### config.mk
export PLATFORM = sky130hd
export DESIGN_NAME = vga_timing_gen
export DESIGN_NICKNAME = d
export VERILOG_FILES = /design/src/rtl/vga_timing_pkg.sv /design/src/rtl/vga_axis_fsm.sv /design/src/rtl/vga_timing_gen.sv
export SDC_FILE = /design/constraint.sdc
export NUM_CORES = 1
export LEC_CHECK = 0
export ABC_AREA = 1
export CAP_MARGIN = 20
export CORE_MARGIN = 2
export CORE_UTILIZATION = 54
export DETAILED_ROUTE_END_ITERATION = 10
export HOLD_SLACK_MARGIN = 0.1
export PLACE_DENSITY = 0.8
export SLEW_MARGIN = 25
export SYNTH_ARGS = -nofsm -noshare
export SYNTH_HDL_FRONTEND = slang
export SYNTH_SLANG_ARGS = --single-unit
export TNS_END_PERCENT = 20
### constraint.sdc
create_clock -name clk_25 -period 2.15 [get_ports clk_25]
set_input_delay 0.215 -clock clk_25 [delete_from_list [all_inputs] [get_ports clk_25]]
set_output_delay 0.215 -clock clk_25 [all_outputs]
set_load 0.05 [all_outputs]
### src/rtl/vga_timing_pkg.sv
// Shared types and 640x480@60 default timing for the VGA raster generator.
package vga_timing_pkg;

  typedef enum logic [1:0] {
    ST_ACTIVE = 2'd0,
    ST_FRONT  = 2'd1,
    ST_SYNC   = 2'd2,
    ST_BACK   = 2'd3
  } axis_st_t;

  localparam int unsigned DEF_H_ACTIVE = 32'd640;
  localparam int unsigned DEF_H_FP     = 32'd16;
  localparam int unsigned DEF_H_SYNC   = 32'd96;
  localparam int unsigned DEF_H_BP     = 32'd48;
  localparam int unsigned DEF_V_ACTIVE = 32'd480;
  localparam int unsigned DEF_V_FP     = 32'd10;
  localparam int unsigned DEF_V_SYNC   = 32'd2;
  localparam int unsigned DEF_V_BP     = 32'd33;
  localparam int unsigned DEF_CH_W     = 32'd10;
  localparam int unsigned DEF_CV_W     = 32'd10;

  function automatic logic sync_level(input axis_st_t st, input logic pol);
    return (st == ST_SYNC) ? pol : ~pol;
  endfunction

endpackage

### src/rtl/vga_axis_fsm.sv
// One raster axis: counter plus ACTIVE/FRONT/SYNC/BACK region FSM.
// Exposes next-state so the top can register outputs aligned with the count.
module vga_axis_fsm
  import vga_timing_pkg::*;
#(
  parameter int unsigned ACTIVE = 32'd640,
  parameter int unsigned FP     = 32'd16,
  parameter int unsigned SYNC   = 32'd96,
  parameter int unsigned BP     = 32'd48,
  parameter int unsigned W      = 32'd10
) (
  input  logic         clk_i,
  input  logic         rst_ni,
  input  logic         clear_i,
  input  logic         advance_i,
  output logic         wrap_o,
  output logic [W-1:0] count_o,
  output axis_st_t     state_d_o
);

  localparam int unsigned TOTAL   = ACTIVE + FP + SYNC + BP;
  localparam logic [W-1:0] LAST    = W'(TOTAL - 32'd1);
  localparam logic [W-1:0] B_FRONT = W'(ACTIVE);
  localparam logic [W-1:0] B_SYNC  = W'(ACTIVE + FP);
  localparam logic [W-1:0] B_BACK  = W'(ACTIVE + FP + SYNC);
  // Zero-width regions are skipped by choosing the successor at elaboration.
  localparam axis_st_t ST_AFTER_FRONT  = (SYNC != 32'd0) ? ST_SYNC : ST_BACK;
  localparam axis_st_t ST_AFTER_ACTIVE = (FP != 32'd0) ? ST_FRONT : ST_AFTER_FRONT;

  logic [W-1:0] count_q, count_d;
  axis_st_t     state_q, state_d;

  assign wrap_o = advance_i & (count_q == LAST);

  // Next count and region; clear wins over advance.
  always_comb begin
    count_d = count_q;
    state_d = state_q;
    if (clear_i) begin
      count_d = LAST;
      state_d = ST_BACK;
    end else if (advance_i) begin
      if (count_q == LAST) begin
        count_d = {W{1'b0}};
        state_d = ST_ACTIVE;
      end else begin
        count_d = count_q + W'(1'b1);
        case (state_q)
          ST_ACTIVE: if (count_d == B_FRONT) state_d = ST_AFTER_ACTIVE; else state_d = state_q;
          ST_FRONT:  if (count_d == B_SYNC)  state_d = ST_AFTER_FRONT;  else state_d = state_q;
          ST_SYNC:   if (count_d == B_BACK)  state_d = ST_BACK;         else state_d = state_q;
          ST_BACK:   state_d = ST_BACK;
          default:   state_d = ST_BACK;
        endcase
      end
    end else begin
      count_d = count_q;
      state_d = state_q;
    end
  end

  // Counter and region registers; reset parks on the last pixel of the axis.
  always_ff @(posedge clk_i or negedge rst_ni) begin
    if (!rst_ni) begin
      count_q <= LAST;
      state_q <= ST_BACK;
    end else begin
      count_q <= count_d;
      state_q <= state_d;
    end
  end

  assign count_o   = count_q;
  assign state_d_o = state_d;

endmodule

### src/rtl/vga_timing_gen.sv
// Parametrised VGA raster timing generator: two axis FSMs plus registered
// sync, data-enable and line/frame start outputs aligned with the counters.
module vga_timing_gen
  import vga_timing_pkg::*;
#(
  parameter int unsigned H_ACTIVE = DEF_H_ACTIVE,
  parameter int unsigned H_FP     = DEF_H_FP,
  parameter int unsigned H_SYNC   = DEF_H_SYNC,
  parameter int unsigned H_BP     = DEF_H_BP,
  parameter int unsigned V_ACTIVE = DEF_V_ACTIVE,
  parameter int unsigned V_FP     = DEF_V_FP,
  parameter int unsigned V_SYNC   = DEF_V_SYNC,
  parameter int unsigned V_BP     = DEF_V_BP,
  parameter logic        H_POL    = 1'b0,
  parameter logic        V_POL    = 1'b0,
  parameter int unsigned CH_W     = DEF_CH_W,
  parameter int unsigned CV_W     = DEF_CV_W
) (
  input  logic            clk_25,
  input  logic            rst_n,
  input  logic            pix_en,
  input  logic            resync,
  output logic            h_sync,
  output logic            v_sync,
  output logic            de,
  output logic            line_start,
  output logic            frame_start,
  output logic [CH_W-1:0] count_H,
  output logic [CV_W-1:0] count_V
);

  logic     h_wrap_s, v_wrap_s, v_adv_s;
  axis_st_t h_st_d_s, v_st_d_s;

  logic h_sync_q, h_sync_d;
  logic v_sync_q, v_sync_d;
  logic de_q, de_d;
  logic line_start_q, line_start_d;
  logic frame_start_q, frame_start_d;

  assign v_adv_s = pix_en & h_wrap_s;

  vga_axis_fsm #(
    .ACTIVE(H_ACTIVE), .FP(H_FP), .SYNC(H_SYNC), .BP(H_BP), .W(CH_W)
  ) u_h_axis (
    .clk_i    (clk_25),
    .rst_ni   (rst_n),
    .clear_i  (resync),
    .advance_i(pix_en),
    .wrap_o   (h_wrap_s),
    .count_o  (count_H),
    .state_d_o(h_st_d_s)
  );

  vga_axis_fsm #(
    .ACTIVE(V_ACTIVE), .FP(V_FP), .SYNC(V_SYNC), .BP(V_BP), .W(CV_W)
  ) u_v_axis (
    .clk_i    (clk_25),
    .rst_ni   (rst_n),
    .clear_i  (resync),
    .advance_i(v_adv_s),
    .wrap_o   (v_wrap_s),
    .count_o  (count_V),
    .state_d_o(v_st_d_s)
  );

  // Decode from next-state so registered levels line up with the new counts.
  always_comb begin
    h_sync_d      = sync_level(h_st_d_s, H_POL);
    v_sync_d      = sync_level(v_st_d_s, V_POL);
    de_d          = (h_st_d_s == ST_ACTIVE) & (v_st_d_s == ST_ACTIVE);
    line_start_d  = ~resync & h_wrap_s;
    frame_start_d = ~resync & h_wrap_s & v_wrap_s;
  end

  // Output registers.
  always_ff @(posedge clk_25 or negedge rst_n) begin
    if (!rst_n) begin
      h_sync_q      <= ~H_POL;
      v_sync_q      <= ~V_POL;
      de_q          <= 1'b0;
      line_start_q  <= 1'b0;
      frame_start_q <= 1'b0;
    end else begin
      h_sync_q      <= h_sync_d;
      v_sync_q      <= v_sync_d;
      de_q          <= de_d;
      line_start_q  <= line_start_d;
      frame_start_q <= frame_start_d;
    end
  end

  assign h_sync      = h_sync_q;
  assign v_sync      = v_sync_q;
  assign de          = de_q;
  assign line_start  = line_start_q;
  assign frame_start = frame_start_q;

endmodule

==> metrics, run 1 <==
met1 usage in global routing=0.308; CP top delay family=buffers and inverters; CTS buffer count=5; Fin Clk Skew=about 0.010 ns; Setup crit end kind=output port; met2 usage=0.447; clk sink count=29; CP cell instances=clkdlybuf4s50_1; DRC=0; Post-CTS Hold Buffers=0; Core Rows=21; YS warnings=0; Final setup violation count=0; RR Endpoint=de; Critical Path RT=slightly below 2 ns; Worst Setup EP=count_H[2]; CTS tree=built; Top Usage Layer GRT=met2; flops & latches, synth=29; clk buf depth=2; placer congestion estimate=0.944; max_cap viols=0; stages on the worst setup path=1; mapped cell area=roughly 1900 um2; Worst VDD drop=~370 uV; P per Cell Area=around 640 nW/um2; slowest stage delay, CP=0.82 ns; Unique masters post-synth=33; Arrival @ worst endpoint=between 1.5 and 2 ns; vias per cell=slightly above 5; total track usage=0.254; CP max FO=7; critical path buffer and inverter count=1; number of global-route vias before repair=between 1500 and 2000; Setup crit start=u_h_axis.count_o[2]; Hold WC Path Type=input port to async pin; Reg2Reg Depth=14; Slew @ Worst Pin=0.505 ns; crit path launch type=register; worst r2r src=u_h_axis.count_o[0]; fillers=just over 300; Post-Route Setup TNS=0 ns; Layout area overhead=25.4%; core area=around 3400 um2; synthesized area per cell=roughly 7 um2; post-route antenna net violation count=0; GR Util met3=0.0500; vias=around 1800; Post-Route WL=around 4400 um; RSZ-0062 raised after global routing=false; die width=about 63 um; post-synthesis sequential area ratio=0.393; Rel. slew slack=0.662; FF-to-FF setup slack=0.16 ns; TritonRoute pass-1 iters=4; # IOs=29; CTS Root Buffer Type=clkbuf_4; post-DP HPWL=3370 um; Clock Pin Slew Worst Setup and Hold Paths=approximately 0.10 ns; largest net degree at the start of global routing=30; Leak=~1.2 nW; global-route wire length before repair=8020 um; wire per inst=around 12 um; fin crit period=around 2.0 ns; Final Hold Violating Endpoints=0; PortBufs=28; area of the multi-input gates=about 1000 um2; die height=around 63 um; outcome=finished clean; die area=4000 um2; total global routing overflow=0; nets=316; Final Slew Violations=0; FMAX=approximately 500 MHz; Hold Worst Slack=about 0.25 ns; Post-Syn Nets=between 200 and 300; ANT cells=0; DR iter-0 viols=around 130; initial antenna violation count=0; Syn Inst Count=about 260; Clock Latency Late Sink=approximately 0.34 ns; H-tree Lvls=2; slowest CP cell=clkdlybuf4s50_1; CP Class=register to output port; share of cells above drive strength 1=0.186; Starting Density=0.564; register area=746 um2; fin crit share=0.924
-- area by class of cell --
cell class,instances,area share
clock inverters,1,0.00210
clock buffers,7,0.0273
flip-flops and latches,29,0.313
multi-input cells,193,0.424
repair buffers,35,0.140
well taps,46,0.0242
inverters,42,0.0689
-- kinds of logic (layout without fill, tap and decap cells) --
group	after synthesis	count (layout)	synth area share
adder cells (fa/ha/maj)	6	6	0.0396
flip-flops	29	29	0.393
AND/OR/NAND/NOR	152	152	0.362
AO/OA/AOI/OAI	32	32	0.105
buffers and inverters	42	85	0.0864
XOR/XNOR	3	3	0.0138
-- cell usage after synthesis (all sizes together) --
| library cell | count | area share |
|---|---|---|
| a22oi | 1 | 0.0040 |
| o221ai | 1 | 0.0046 |
| a221oi | 1 | 0.0046 |
| nand3 | 26 | 0.079 |
| nand2 | 87 | 0.19 |
| ha | 6 | 0.040 |
| xor2 | 2 | 0.0092 |
| dfstp | 16 | 0.22 |
| a32o | 1 | 0.0053 |
| o211ai | 1 | 0.0040 |
| a21oi | 7 | 0.026 |
| o21ai | 14 | 0.037 |
| clkinv | 2 | 0.0046 |
| nor2 | 37 | 0.090 |
| dfrtp | 13 | 0.17 |
| nand4 | 1 | 0.0033 |
| a31oi | 1 | 0.0033 |
| inv | 40 | 0.082 |
| xnor2 | 1 | 0.0046 |
| o22ai | 5 | 0.016 |
| nor4 | 1 | 0.0033 |
-- worst min-delay path by stage --
| stage | endpoint | from | cells past startpoint | slack, ns |
|---|---|---|---|---|
| 4_1_cts | line_start | rst_n | 2 | 0.26 |
| 6_report | u_v_axis.count_o[8] | rst_n | 2 | 0.25 |
| 3_3_place_gp | u_v_axis.state_q[0] | u_v_axis.state_q[0] | 2 | 0.53 |
| 3_5_place_dp | u_v_axis.state_q[0] | u_v_axis.state_q[0] | 2 | 0.54 |
| 2_1_floorplan | de | rst_n | 0 | -0.08 |
| 5_1_grt | u_v_axis.count_o[8] | rst_n | 2 | 0.29 |
-- sequential cells by signal, indices dropped and copies added, names as in the netlist --
name              cells
u_h_axis.count_o     10
u_v_axis.count_o     10
u_h_axis.state_q      2
u_v_axis.state_q      2
de                    1
frame_start           1
h_sync                1
line_start            1
v_sync                1
-- where the power goes --
part	internal [mW]	leakage, nW	switching [mW]
combinational	0.156	0.779	0.327
clock	0.189	0.0413	0.200
sequential	0.605	0.350	0.0427
total	0.950	1.17	0.570
-- per-stage QoR --
step / cells / total power [mW] / utilization / instance area, um2 / setup slack [ns]
2_1_floorplan: 264 / 0.981 / - / 1900 / 0.0927
3_3_place_gp: 343 / 1.12 / 0.676 / 2270 / 0.167
3_5_place_dp: 343 / 1.13 / 0.676 / 2270 / 0.127
4_1_cts: 351 / 1.52 / 0.697 / 2340 / 0.102
5_1_grt: 353 / 1.61 / 0.708 / 2380 / 0.00896
6_report: 353 / 1.52 / 0.708 / 2380 / 0.164
-- placed cells by master, fill, tap and decap left out, types with 2 or more instances in the layout --
master and n:
nor2_4 2, xor2_1 2, nand2_1 80, ha_1 5
inv_2 2, o22ai_1 5, nand3_2 4, buf_4 7
clkinv_2 2, o21ai_0 11, nand3_1 22, nor2_2 4
clkdlybuf4s50_1 28, nand2_2 5, a21oi_1 5, o21ai_1 3
dfrtp_1 13, dfstp_2 16, nor2_1 30, inv_4 2
inv_1 36, clkbuf_8 2, clkbuf_4 5
-- routing by layer --
layer,up-vias,share of wire
met5,-,0
met2,50,0.50
li1,920,-
met4,0,0.016
met3,7,0.051
met1,821,0.43
-- what timing repair did --
action	CTS	global route
gates resized for setup	0	5
setup buffers	0	2
setup endpoints to repair	0	7
Note: power is estimated with default switching activity, not from simulation.
==> run 2: changes to the inputs <==
- CORE_ASPECT_RATIO: default -> 1.25
- SLEW_MARGIN: 25 -> 20
- clock period: 2.15 -> 2 ns (I/O delays scaled with it)
==> run 2 against run 1 <==
Effect of this change:
- via count grew 6.1%
- utilization grew 2.4 points
- final cell count grew 0.57%
- register-to-register slack lost 0.15 ns
- hold slack gained 0.039 ns
- wire length grew 8.8%
- sequential power grew 9.1%
- sequential cell count is the same
- die area is essentially flat
- global-route usage grew 0.076 points
- first-iteration DRC count shrank 26%
- highest routed layer unchanged
==> metrics, run 2 (synthesis gave the netlist of run 1 again) <==
outcome=finished clean; CTS tree=built; DRC=0 (unchanged); CP max FO=6 (-1); global-route wire length before repair=7760 um (-3.3%); Finished Layout Cells=355 (+0.57%); die height=70.3 um (+11%); Worst VDD drop=551 uV (+48%); die width=57.0 um (-9.9%); most frequent cells in the layout=nand2_1, inv_1, nor2_1; fillers=273 (-10%); initial antenna violation count=0 (unchanged); Leak=1.23 nW (+4.9%); Core Rows=24 (+14%); Layout area overhead=32.0%; ANT cells=0 (unchanged); DR iter-0 viols=99 (-26%); Final Util=0.732 (+0.0241); Critical Path RT=2.17 ns (+0.24 ns); post-DP HPWL=3460 um (+2.6%); TritonRoute pass-1 iters=4 (unchanged); Final setup violation count=0 (unchanged); total track usage=0.255 (+0.000764); RSZ-0062 raised after global routing=true; PortBufs=28 (unchanged); Post-Route Setup TNS=0 ns (unchanged); post-route antenna net violation count=0 (unchanged); CP Class=register to register; Starting Density=0.554 (-0.00990); wire per inst=13.4 um (+8.2%); Arrival @ worst endpoint=2.16 ns (+0.39 ns); fin worst setup slack=0.0116 ns (-0.152 ns); total global routing overflow=0 (unchanged); worst r2r src=u_h_axis.count_o[1]; Post-Route WL=4750 um (+8.8%); CTS buffer count=5 (unchanged); die area=4010 um2 (about the same); clk buf depth=2 (unchanged); Setup crit end kind=register; core area=3420 um2 (+1.8%); placer congestion estimate=0.883 (-6.5%); fin crit share=0.994; Final Hold Violating Endpoints=0 (unchanged); Post-CTS Hold Buffers=0 (unchanged); FMAX=503 MHz; number of global-route vias before repair=1764 (-2.6%); # IOs=29 (unchanged); Fin Clk Skew=0.00897 ns (-0.00141 ns); vias per cell=5.37 (+5.5%); largest net degree at the start of global routing=30 (unchanged); Hold Worst Slack=0.288 ns (+0.0389 ns); RR Endpoint=de; placed insts=339 (-1.2%); vias=1907 (+6.1%); Final Slew Violations=0 (unchanged); Slew @ Worst Pin=0.498 ns (-0.00691 ns); Reg2Reg Depth=14 (unchanged); H-tree Lvls=2 (unchanged); max_cap viols=0 (unchanged); Clock Latency Late Sink=0.29 ns (-0.05 ns); nets=325 (+2.8%); FF-to-FF setup slack=0.01 ns (-0.15 ns); Setup crit start=u_h_axis.count_o[1]; share of cells above drive strength 1=0.241 (+0.0548); P per Cell Area=697 nW/um2 (+9.2%); crit path launch type=register; Rel. slew slack=0.667 (+0.00462); Hold WC Path Type=input port to async pin; commonest non-fill, non-tap cell in the layout=nand2_1; CTS Root Buffer Type=clkbuf_8; clk sink count=29 (unchanged); dpl ws=0.00897 ns (-0.118 ns); Clock Pin Slew Worst Setup and Hold Paths=0.07 ns (-0.03 ns); fin crit period=roughly 2 ns
[run 2: cell types whose count changed in the layout (fill, tap and decap cells not counted), sizes merged]
cell | before | now
buf | 7 | 17
clkdlybuf4s50 | 28 | 26
clkbuf | 7 | 6
dlymetal6s2s | 0 | 1
inv | 40 | 41
[run 2: per-stage QoR]
step           area [um2]  power (mW)
6_report             2500        1.75
5_1_grt              2500        1.85
4_1_cts              2400        1.70
3_5_place_dp         2310        1.22
3_3_place_gp         2310        1.22
2_1_floorplan        1920        1.06
[run 2: area by class of cell]
| type | instances | area, um2 | share of cell area |
|---|---|---|---|
| Timing Repair Buffer | 44 | 400 | 0.160 |
| Sequential cell | 29 | 754 | 0.301 |
| Clock inverter | 2 | 10.0 | 0.00400 |
| Clock buffer | 6 | 72.6 | 0.0290 |
| Multi-Input combinational cell | 193 | 1050 | 0.420 |
| Inverter | 42 | 168 | 0.0669 |
| Tap cell | 39 | 48.8 | 0.0195 |
[run 2: worst max-delay path, cell delays in order, from the launching register on]
cell     delay (ns)
dfstp_4        0.66
ha_4           0.18
nand2_4        0.06
nor2_4         0.12
nand2_2        0.08
inv_4          0.06
nand2_4        0.07
nor2_8         0.16
inv_4          0.06
nor2_2         0.08
nand3_1        0.08
nand2_1        0.09
nand2_2        0.07
nand3_2        0.07
nor2_2         0.04
[run 2: where the power goes]
group,internal (mW),switching (mW)
clock network,0.240,0.227
registers,0.654,0.0525
logic,0.198,0.375
total,1.09,0.655
[run 2: worst max path at each step]
stage                                to  slack, ns  cells past startpoint
floorplan                            de      0.002                     10
global placement    u_v_axis.count_o[4]       0.06                     11
detailed placement  u_v_axis.count_o[4]      0.009                     11
CTS                 u_v_axis.count_o[4]      0.005                     11
global route                         de      -0.07                     14
finish                               de       0.01                     14
[run 2: repair_timing]
action,CTS,global route
resized for setup,0,18
buffers inserted,1,7
gates cloned,0,0
pin swaps,0,10
endpoints found under the setup margin,2,14
[run 2: metal layers]
metal  routed length, um  GRT usage  up-vias
li1                    -          -      936
met1                1820      0.256      898
met2                2490      0.446       54
met3                 189     0.0574       19
met4                 248      0.186        0
met5                   0          0        -
